<file path="config.mk">
export PLATFORM = sky130hd
export DESIGN_NAME = hazard_control
export DESIGN_NICKNAME = d
export VERILOG_FILES = /design/src/rtl/hazard_control.sv
export SDC_FILE = /design/constraint.sdc
export NUM_CORES = 1
export LEC_CHECK = 0
export BUFFER_PORTS_ARGS = -buffer_cell sky130_fd_sc_hd__clkbuf_2
export CAP_MARGIN = 20
export CELL_PAD_IN_SITES_DETAIL_PLACEMENT = 1
export CELL_PAD_IN_SITES_GLOBAL_PLACEMENT = 2
export CORE_ASPECT_RATIO = 0.75
export CORE_MARGIN = 4
export CORE_UTILIZATION = 27
export CTS_BUF_LIST = sky130_fd_sc_hd__clkbuf_8
export CTS_CLUSTER_SIZE = 24
export DETAILED_ROUTE_END_ITERATION = 10
export GPL_TIMING_DRIVEN = 0
export PLACE_DENSITY_LB_ADDON = 0.1
export RECOVER_POWER = 50
export REMOVE_ABC_BUFFERS = 1
export SYNTH_ARGS = -nofsm -noshare
export SYNTH_HDL_FRONTEND = slang
export SYNTH_SLANG_ARGS = --single-unit
</file>
<file path="constraint.sdc">
create_clock -name clk -period 2.9 [get_ports clk]
set_clock_uncertainty 0.2 [all_clocks]
set_input_delay 0.29 -clock clk [delete_from_list [all_inputs] [get_ports clk]]
set_output_delay 0.29 -clock clk [all_outputs]
set_load 0.005 [all_outputs]
</file>
<file path="src/rtl/hazard_control.sv">
// Load-use, branch-operand and mult/div hazard controller with HI/LO sequencer.
// Optional HAZARD_PERF_EN adds saturating stall/flush cycle counters.
module hazard_control #(
  parameter int MULT_LAT = 4,
  parameter int DIV_LAT  = 32,
  parameter int CNT_W    = 6
) (
  input  logic        clk,
  input  logic        reset,
  input  logic [4:0]  rsD,
  input  logic [4:0]  rtD,
  input  logic        branchD,
  input  logic        jrD,
  input  logic        pcsrcD,
  input  logic        mfhiloD,
  input  logic        mdstartD,
  input  logic [4:0]  writeregE,
  input  logic        regwriteE,
  input  logic        memtoregE,
  input  logic        mdstartE,
  input  logic        mddivE,
  input  logic [4:0]  writeregM,
  input  logic        memtoregM,
  output logic        stallF,
  output logic        stallD,
  output logic        flushD,
  output logic        flushE,
  output logic        md_busy,
  output logic        md_done
`ifdef HAZARD_PERF_EN
  ,
  output logic [31:0] stall_cycles,
  output logic [31:0] flush_cycles
`endif
);

  typedef enum logic [1:0] {
    S_IDLE,
    S_BUSY,
    S_DONE
  } md_state_e;

  localparam logic [CNT_W-1:0] MULT_CNT = CNT_W'(MULT_LAT - 1);
  localparam logic [CNT_W-1:0] DIV_CNT  = CNT_W'(DIV_LAT - 1);
  localparam logic             MULT_ONE = (MULT_LAT == 1);
  localparam logic             DIV_ONE  = (DIV_LAT == 1);

  md_state_e        state_q, state_d;
  logic [CNT_W-1:0] cnt_q, cnt_d;

  logic rs_nz, rt_nz;
  logic lw_stall, br_stall, md_stall, stall;
  logic rs_br_hit, rt_br_hit;

  // $0 never matches anything
  always_comb begin
    rs_nz     = (rsD != 5'd0);
    rt_nz     = (rtD != 5'd0);
    lw_stall  = memtoregE & (
                  (rs_nz & (writeregE == rsD)) |
                  (rt_nz & (writeregE == rtD)));
    rs_br_hit = rs_nz & (
                  (regwriteE & (writeregE == rsD)) |
                  (memtoregM & (writeregM == rsD)));
    rt_br_hit = rt_nz & (
                  (regwriteE & (writeregE == rtD)) |
                  (memtoregM & (writeregM == rtD)));
    br_stall  = ((branchD | jrD) & rs_br_hit) |
                (branchD & rt_br_hit);
    md_stall  = (mfhiloD | mdstartD) & md_busy & ~md_done;
    stall     = lw_stall | br_stall | md_stall;
  end

  assign stallF = stall;
  assign stallD = stall;
  assign flushE = stall;
  assign flushD = pcsrcD & ~stall;

  logic             lat_one;
  logic [CNT_W-1:0] load_cnt;

  always_comb begin
    state_d  = state_q;
    cnt_d    = cnt_q;
    lat_one  = mddivE ? DIV_ONE : MULT_ONE;
    load_cnt = mddivE ? DIV_CNT : MULT_CNT;
    unique case (state_q)
      S_IDLE: begin
        if (mdstartE) begin
          cnt_d   = load_cnt;
          state_d = lat_one ? S_DONE : S_BUSY;
        end
      end
      S_BUSY: begin
        // a new issue here is a protocol error and is dropped
        cnt_d = cnt_q - CNT_W'(1);
        if (cnt_q == CNT_W'(1)) state_d = S_DONE;
      end
      S_DONE: begin
        if (mdstartE) begin
          cnt_d   = load_cnt;
          state_d = lat_one ? S_DONE : S_BUSY;
        end else begin
          state_d = S_IDLE;
        end
      end
      default: begin
        state_d = S_IDLE;
        cnt_d   = '0;
      end
    endcase
  end

  always_ff @(posedge clk or posedge reset) begin
    if (reset) begin
      state_q <= S_IDLE;
      cnt_q   <= '0;
    end else begin
      state_q <= state_d;
      cnt_q   <= cnt_d;
    end
  end

  assign md_busy = (state_q != S_IDLE);
  assign md_done = (state_q == S_DONE);

`ifdef HAZARD_PERF_EN
  logic [31:0] stall_cnt_q, stall_cnt_d;
  logic [31:0] flush_cnt_q, flush_cnt_d;

  always_comb begin
    stall_cnt_d = stall_cnt_q;
    flush_cnt_d = flush_cnt_q;
    if (stall && (stall_cnt_q != 32'hFFFF_FFFF))
      stall_cnt_d = stall_cnt_q + 32'd1;
    if (flushD && (flush_cnt_q != 32'hFFFF_FFFF))
      flush_cnt_d = flush_cnt_q + 32'd1;
  end

  always_ff @(posedge clk or posedge reset) begin
    if (reset) begin
      stall_cnt_q <= '0;
      flush_cnt_q <= '0;
    end else begin
      stall_cnt_q <= stall_cnt_d;
      flush_cnt_q <= flush_cnt_d;
    end
  end

  assign stall_cycles = stall_cnt_q;
  assign flush_cycles = flush_cnt_q;
`endif

endmodule

</file>
==> impl_metrics.yaml, run 1 <==
run_status:
  outcome: "complete, no violations"
routing:
  ant_nets: 0
  drc: 0
  wl_per_cell_um: 14.5
  firstDrtPassIters: 4
  vias: 784
  drt-total-wl_um: 2370
  via_per_inst: 4.78
  drt-initial-drc-count: 21
grt:
  overflow: 0
  grt_first_pass_wirelength_um: 3980
  grt_pass1_vias: 816
  grt_max_degree: 15
  antenna_found_initial: 0
  grt_usage: 0.137
place:
  dp_slack_ns: 0.756
  place_area_um2: 978
  io_buffers: 37
  place_congestion: 0.726
  dp_hpwl_um: 2050
  place_inst: 160
logic_synthesis:
  ys_ff_latch: 8
  ys_seq_area_frac: 0.260
  ys.flop_type: "dfrtp_1"
  netlist.area_leader.share: 0.260
  synth.distinct_cells: 31
  syn-cell-area_um2: 771
  netlist_top_cells_area: "dfrtp_1, xor2_1, xnor2_1"
  yosysWarnings: 0
  syn_avg_cell_area_um2: 8.47
  synth_edf_count: 0
  netlist_instances: 91
  synth-async-reset-ratio: 1.00
  synth_top_area_cell: "dfrtp_1"
floorplanning:
  die_area_mm2: 0.00378
  io-pin-count: 38
  die_h_um: 54.3
  row_count: 16
  core_mm2: 0.00266
  start_util: 0.289
  die_w_um: 69.7
timing:
  slew_headroom: 0.716
  final-hold-violation-count: 0
  final.min_clock_period_ns: 2.13
  fmax_ghz: 0.468
  timing.final.ws_setup_ns: 0.765
  hold_slack_ns: 0.208
  fin_crit_sh: 0.736
  fin_setup_tns_ns: 0
  slew_violations: 0
  rsz0062_at_grt: "no"
  worst_pin_slew_ns: 0.425
  setup_violations: 0
finish:
  nFillCells: 332
  fin_nets: 164
  area_growth_pct: 33.6
  diodes: 0
  layout_commonest_cell: "clkbuf_2"
  multi_input_area_um2: 533
  layoutNonFillerInstCount: 164
  post-route-util: 0.387
  drive_gt1_frac: 0.344
  regArea_um2: 200
  layout_common_cells: "clkbuf_2, xor2_1, nor2_1, dfrtp_1"
  fin_area_mm2: 0.00103
worst_setup_path:
  cp_max_fo: 3
  cp-endpoint: "flushD"
  worstPathRequired_ns: 2.41
  crit_start: "rsD[1]"
  end_kind: "output pin"
  regToRegStartpoint: "cnt_q[0]"
  crit_type: "in -> out"
  reg2reg_slack_ns: 1.27
  cp_data_arrival_time_ns: 1.64
  worst_r2r_endpoint: "cnt_q[4]"
  startpoint_type: "input pin"
  r2r_cells: 6
power:
  ir_drop_uv: 409
  powerDensity_mw_per_mm2: 716
  p_leak_nw: 0.495
  power.total_mw: 0.738
worst_hold_path:
  hold_path_class: "in -> reg"
clock_tree:
  cts_root_buf: "clkbuf_8"
  post_cts_buffers: 0
  cts_tree: "yes"
  clock_sink_count: 8
  clk_pin_slew_worst_paths_ns: 0.04
  htreeDepth: 1
  cts_buffers: 3
  clkLatencyLatePin_ns: 0.23
  clock_tree.buffer_depth: 2
job:
  maxCapViolCount: 0
[synthesized netlist by cell type, drive strengths merged (2+ instances only)]
library cell and n:
o2111ai 2, o22ai 3, nand2 3, dfrtp 8
nor2 8, a21oi 4, and3 2, mux2i 2
inv 4, xor2 18, buf 2, clkbuf 2
o21ai 5, nor3 5, xnor2 5, nor4 3
or3 2, ha 2
[how the worst min path moves through the flow]
stage / from / endpoint / slack [ns] / depth (start not counted)
global route: mdstartE / cnt_q[5] / 0.22 / 2
finish: mdstartE / cnt_q[5] / 0.21 / 2
global placement: reset / state_q[1] / 0.04 / 2
floorplan: reset / cnt_q[0] / -0.09 / 1
CTS: mdstartE / cnt_q[5] / 0.21 / 2
detailed placement: reset / state_q[0] / 0.05 / 2
[registers in the layout, indices dropped and copies added, names as in the netlist]
| name | flops |
|---|---|
| state_q | 2 |
| cnt_q | 6 |
[kinds of logic after synthesis]
kind of cell / Yosys count / synth area share
flops: 8 / 0.260
xor+xnor: 23 / 0.261
fa+ha+maj: 2 / 0.0325
compound gates: 19 / 0.164
buf+inv: 8 / 0.0487
mux: 3 / 0.0406
simple gates: 28 / 0.193
[metal layers]
layer | share of wire | global-route usage | up-vias | wire [um]
met2 | 0.43 | 0.214 | 21 | 1010
met4 | 0 | 0.0191 | 0 | 0
li1 | - | - | 402 | -
met1 | 0.51 | 0.188 | 361 | 1210
met5 | 0 | 0 | - | 0
met3 | 0.062 | 0.0477 | 0 | 146
[critical path, stage by stage]
cell      delay, ns
clkbuf_2       0.11
or4_4          0.55
nor2_1         0.11
a21oi_1        0.06
nor4b_1        0.35
clkbuf_2       0.18
[power by group]
| group | leakage, nW | switching, mW | total [mW] | internal (mW) |
|---|---|---|---|---|
| Combinational | 0.377 | 0.171 | 0.354 | 0.183 |
| Clock | 0.0216 | 0.0442 | 0.134 | 0.0900 |
| Sequential | 0.0966 | 0.0824 | 0.249 | 0.167 |
| Total | 0.495 | 0.298 | 0.738 | 0.440 |
[cell type report]
type	instances	share of cell area
Timing Repair Buffer	38	0.190
Clock buffer	3	0.0401
Inverter	4	0.0146
Multi-Input combinational cell	75	0.518
Tap cell	36	0.0437
Sequential cell	8	0.194
[what timing repair did]
action	CTS	global route
endpoints found under the hold margin	8	0
endpoints found under the setup margin	0	0
hold buffers	1	0
resized for setup	0	0
No activity file was read; power rests on OpenSTA's default activity.
==> inputs of run 2 (changes only) <==
Settings changed: CORE_UTILIZATION 27 to 25.
Clock period 2.9 ns to 2.2 ns, I/O delays scaled along.
==> impl_metrics.yaml, run 2 (synthesized netlist as in run 1, its figures left out) <==
clock_tree:
  clock_tree.buffer_depth: 2
  clock_sink_count: 8
  cts_tree: "yes"
  cts_root_buf: "clkbuf_8"
  htreeDepth: 1
  hold_buffers: 1
  post_cts_buffers: 0
  clk_pin_slew_worst_paths_ns: 0.04
  ctsResizeCount: 0
  cts_buffers: 3
  clkLatencyLatePin_ns: 0.23
timing:
  fin_setup_tns_ns: 0
  slew_violations: 0
  fmax_ghz: 0.500
  final-hold-violation-count: 0
  fin_crit_sh: 0.909
  rsz0062_at_grt: "no"
  worst_pin_slew_ns: 0.413
  final.min_clock_period_ns: 2.00
  setup_violations: 0
  slew_headroom: 0.724
grt:
  overflow: 0
  grt_max_degree: 15
  antenna_found_initial: 0
  grt_first_pass_wirelength_um: 3910
  grt_usage: 0.128
  grt_pass1_vias: 813
finish:
  regArea_um2: 200
  layout_common_cells: "clkbuf_2, xor2_1, nor2_1, dfrtp_1"
  layout_commonest_cell: "clkbuf_2"
  layoutNonFillerInstCount: 166
  reg.largest.list: "cnt_q (6), state_q (2)"
  diodes: 0
  post-route-util: 0.349
  nFillCells: 383
  largest-register: "cnt_q"
  area_growth_pct: 33.9
  drive_gt1_frac: 0.344
  largest_reg_flops: 6
  fin_nets: 164
  multi_input_area_um2: 533
routing:
  drt-total-wl_um: 2300
  vias: 771
  wl_per_cell_um: 13.9
  ant_nets: 0
  drc: 0
  firstDrtPassIters: 4
  drt-initial-drc-count: 29
  via_per_inst: 4.64
floorplanning:
  row_count: 17
  core_mm2: 0.00296
  die_w_um: 72.1
  start_util: 0.261
  die_area_mm2: 0.00404
  die_h_um: 56.1
  io-pin-count: 38
worst_setup_path:
  reg2reg_slack_ns: 0.56
  end_kind: "output pin"
  r2r_cells: 6
  regToRegStartpoint: "cnt_q[0]"
  worst_r2r_endpoint: "cnt_q[4]"
  cp_data_arrival_time_ns: 1.58
  startpoint_type: "input pin"
  cp_max_fo: 3
  crit_start: "rsD[1]"
  cp-endpoint: "flushE"
  crit_type: "in -> out"
  worstPathRequired_ns: 1.78
place:
  place_inst: 162
  place_congestion: 0.752
  dp_hpwl_um: 2030
  io_buffers: 37
worst_hold_path:
  hold_start: "mdstartE"
  hold_path_class: "in -> reg"
power:
  ir_drop_uv: 498
  powerDensity_mw_per_mm2: 937
  p_leak_nw: 0.495
run_status:
  outcome: "complete, no violations"
job:
  maxCapViolCount: 0
run 2: cell counts in the layout (fill, tap and decap cells not counted):
No cell type changed its count.
run 2: worst min-delay path by stage:
stage / endpoint / slack, ns / cells after the start
3_5_place_dp: state_q[0] / -0.03 / 2
6_report: cnt_q[5] / 0.12 / 2
3_3_place_gp: state_q[0] / -0.03 / 2
5_1_grt: cnt_q[5] / 0.15 / 2
4_1_cts: cnt_q[5] / 0.12 / 2
2_1_floorplan: cnt_q[0] / -0.16 / 1
run 2: critical path, cell delays in order:
cell and delay, ns:
clkbuf_2 0.11, or4_4 0.56, nor2_1 0.10, a21oi_1 0.06
or3_1 0.40, clkbuf_2 0.13
run 2: metrics by stage:
stage          total power [mW]  worst slack [ns]  instance area [um^2]  hold slack, ns
3_5_place_dp              0.799             0.180                   981         -0.0306
6_report                  0.967             0.200                  1030           0.121
2_1_floorplan             0.618             0.475                   748          -0.164
3_3_place_gp              0.784             0.208                   981         -0.0302
5_1_grt                    1.08            0.0988                  1030           0.146
4_1_cts                   0.983             0.184                  1030           0.120
run 2: layer usage:
layer | routed length, um | up-vias | GRT usage
li1 | - | 398 | -
met1 | 1250 | 345 | 0.190
met2 | 878 | 24 | 0.166
met3 | 155 | 4 | 0.0505
met4 | 19 | 0 | 0.0322
met5 | 0 | - | 0
run 2: cell type report:
cell class,instances,share of cell area
Tap cell,38,0.0461
Clock buffer,3,0.0400
Inverter,4,0.0145
Sequential cell,8,0.194
Multi-Input combinational cell,75,0.516
Timing Repair Buffer,38,0.189
run 2: where the power goes:
| group | internal (mW) | leakage [nW] | total, mW | switching (mW) |
|---|---|---|---|---|
| logic | 0.242 | 0.377 | 0.465 | 0.223 |
| registers | 0.220 | 0.0966 | 0.328 | 0.108 |
| clock network | 0.118 | 0.0216 | 0.174 | 0.0555 |
| total | 0.580 | 0.495 | 0.967 | 0.387 |
==> inputs of run 3 (changes only) <==
--- a/config.mk
+++ b/config.mk
@@ -7,2 +7,3 @@
 export LEC_CHECK = 0
+export ABC_AREA = 1
 export BUFFER_PORTS_ARGS = -buffer_cell sky130_fd_sc_hd__clkbuf_2
@@ -13,3 +14,3 @@
 export CORE_MARGIN = 4
-export CORE_UTILIZATION = 25
+export CORE_UTILIZATION = 23
 export CTS_BUF_LIST = sky130_fd_sc_hd__clkbuf_8
==> constraint.sdc (replaced) <==
create_clock -name clk -period 2.2 [get_ports clk]
set_clock_uncertainty 0.2 [all_clocks]
set_input_delay 0.44 -clock clk [delete_from_list [all_inputs] [get_ports clk]]
set_output_delay 0.44 -clock clk [all_outputs]
set_load 0.005 [all_outputs]
==> impl_metrics.yaml, run 3 <==
logic_synthesis:
  synth-async-reset-ratio: 1.00
  syn_avg_cell_area_um2: 6.18
  yosysWarnings: 0
  netlist_instances: 135
  netlist.area_leader.share: 0.240
  ys_ff_latch: 8
  yosysMostFrequentCell: "nand2_1"
  ys.flop_type: "dfrtp_1"
  netlist_top_cells_area: "dfrtp_1, nand2_1, inv_1"
  ys_seq_area_frac: 0.240
  synth.distinct_cells: 24
  synth_top_area_cell: "dfrtp_1"
  synth_edf_count: 0
  syn-cell-area_um2: 835
  yosys-top-cells-count: "nand2_1, inv_1, nor2_1"
power:
  p_leak_nw: 0.642
  ir_drop_uv: 345
  powerDensity_mw_per_mm2: 749
worst_setup_path:
  end_kind: "output pin"
  cp_slowest_cell: "clkbuf_2"
  cp_common_cell: "nand2_1"
  crit_path_max_incr_delay_ns: 0.16
  crit_family: "simple AND/OR/NAND/NOR gates"
  crit_type: "in -> out"
  startpoint_type: "input pin"
  critical_path_buf_inv_count: 3
  cp_cell_sequence: "clkbuf_2, inv_1, nand2_1, nand2_1, nor2_4, nand4_1, nand2_1, nand3_2, nand4_4, nor2_2, clkbuf_2"
  cp_max_fo: 4
  worstPathRequired_ns: 1.56
  cp_data_arrival_time_ns: 1.46
timing:
  rsz0062_at_grt: "no"
  fin_setup_tns_ns: 0
  final-hold-violation-count: 0
  worst_pin_slew_ns: 0.335
  setup_violations: 0
  fin_crit_sh: 0.954
  slew_headroom: 0.774
  timing.final.ws_setup_ns: 0.102
  final.min_clock_period_ns: 2.10
  slew_violations: 0
  fmax_ghz: 0.477
routing:
  via_per_inst: 4.63
  ant_nets: 0
  firstDrtPassIters: 4
  vias: 995
  drc: 0
  wl_per_cell_um: 12.8
  drt-initial-drc-count: 26
  drt-total-wl_um: 2750
finish:
  layout_commonest_cell: "clkbuf_2"
  largest_reg_flops: 6
  nFillCells: 459
  largest-register: "cnt_q"
  drive_gt1_frac: 0.360
  reg.largest.list: "cnt_q (6), state_q (2)"
  layoutNonFillerInstCount: 215
  fin_nets: 211
  diodes: 0
  multi_input_area_um2: 596
  area_growth_pct: 41.7
  regArea_um2: 200
  layout_common_cells: "clkbuf_2, nand2_1, inv_1"
run_status:
  outcome: "complete, no violations"
clock_tree:
  clock_sink_count: 8
  cts_buffers: 3
  clkLatencyLatePin_ns: 0.23
  htreeDepth: 1
  clk_pin_slew_worst_paths_ns: 0.04
  cts_tree: "yes"
  clock_tree.buffer_depth: 2
  cts_root_buf: "clkbuf_8"
grt:
  antenna_found_initial: 0
  overflow: 0
  grt_max_degree: 9
  grt_first_pass_wirelength_um: 4610
  grt_pass1_vias: 1010
  grt_usage: 0.125
worst_hold_path:
  hold_path_class: "in -> reg"
floorplanning:
  io-pin-count: 38
  die_w_um: 77.6
  die_area_mm2: 0.00467
  die_h_um: 60.2
  core_mm2: 0.00338
  start_util: 0.247
  row_count: 18
job:
  maxCapViolCount: 0
place:
  dp_hpwl_um: 2360
  dp_slack_ns: -0.0354
  place_congestion: 0.823
  place_inst: 210
  io_buffers: 37
[run 3: cell types whose count changed after synthesis, sizes merged, moves of 3 or more]
cell	change
nor4	-3
inv	+20
xor2	-13
nand2	+31
nand3	+7
nand4	+6
o21ai	+7
nor2	+7
[run 3: cell type report]
type | count | share of cell area
multi-input cells | 101 | 0.504
repair buffers | 39 | 0.174
flip-flops and latches | 8 | 0.169
inverters | 24 | 0.0762
well taps | 40 | 0.0423
clock buffers | 3 | 0.0349
[run 3: stage by stage]
stage                     area [um^2]  hold WS, ns  utilization  total power, mW
after global placement           1050        0.189        0.312            0.680
final                            1180        0.318        0.350            0.885
after global routing             1180        0.317        0.350            0.982
after floorplan                   820       0.0557            -            0.541
after detailed placement         1050        0.198        0.312            0.698
after CTS                        1110        0.314        0.329            0.885
[run 3: path summary, 6_finish.rpt]
check	end	slack (ns)	start	cells after the start
max reg2reg	cnt_q[4]	0.65	state_q[0]	6
max in group asynchronous	state_q[1]	1.06	reset	3
min in group asynchronous	cnt_q[2]	0.49	reset	3
max	flushD	0.10	rsD[2]	11
min reg2reg	cnt_q[5]	0.33	cnt_q[5]	2
min	state_q[0]	0.32	mdstartE	2
[run 3: power by group]
part           total (mW)  switching, mW  internal, mW
registers           0.272         0.0591         0.213
clock network       0.178         0.0597         0.119
logic               0.435          0.250         0.185
total               0.885          0.369         0.517
[run 3: cells by family after synthesis]
logic type | after synthesis | share of synthesized area
AO/OA/AOI/OAI | 22 | 0.147
XOR/XNOR | 8 | 0.0840
adder cells (fa/ha/maj) | 2 | 0.0300
buffers and inverters | 26 | 0.126
flip-flops | 8 | 0.240
AND/OR/NAND/NOR | 69 | 0.373
[run 3: what timing repair did]
item / CTS / global route
setup endpoints to repair: 1 / 4
endpoints found under the hold margin: 8 / 0
buffers inserted: 0 / 1
hold buffers: 1 / 0
pin swaps: 0 / 10
resized for setup: 1 / 27
[run 3: routing by layer]
metal	routed length, um	vias up	track usage	part of all wire
met5	0	-	0	0
met4	0	0	0.0152	0
met3	148	0	0.0346	0.054
met2	1170	24	0.194	0.42
met1	1430	457	0.176	0.52
li1	-	514	-	-
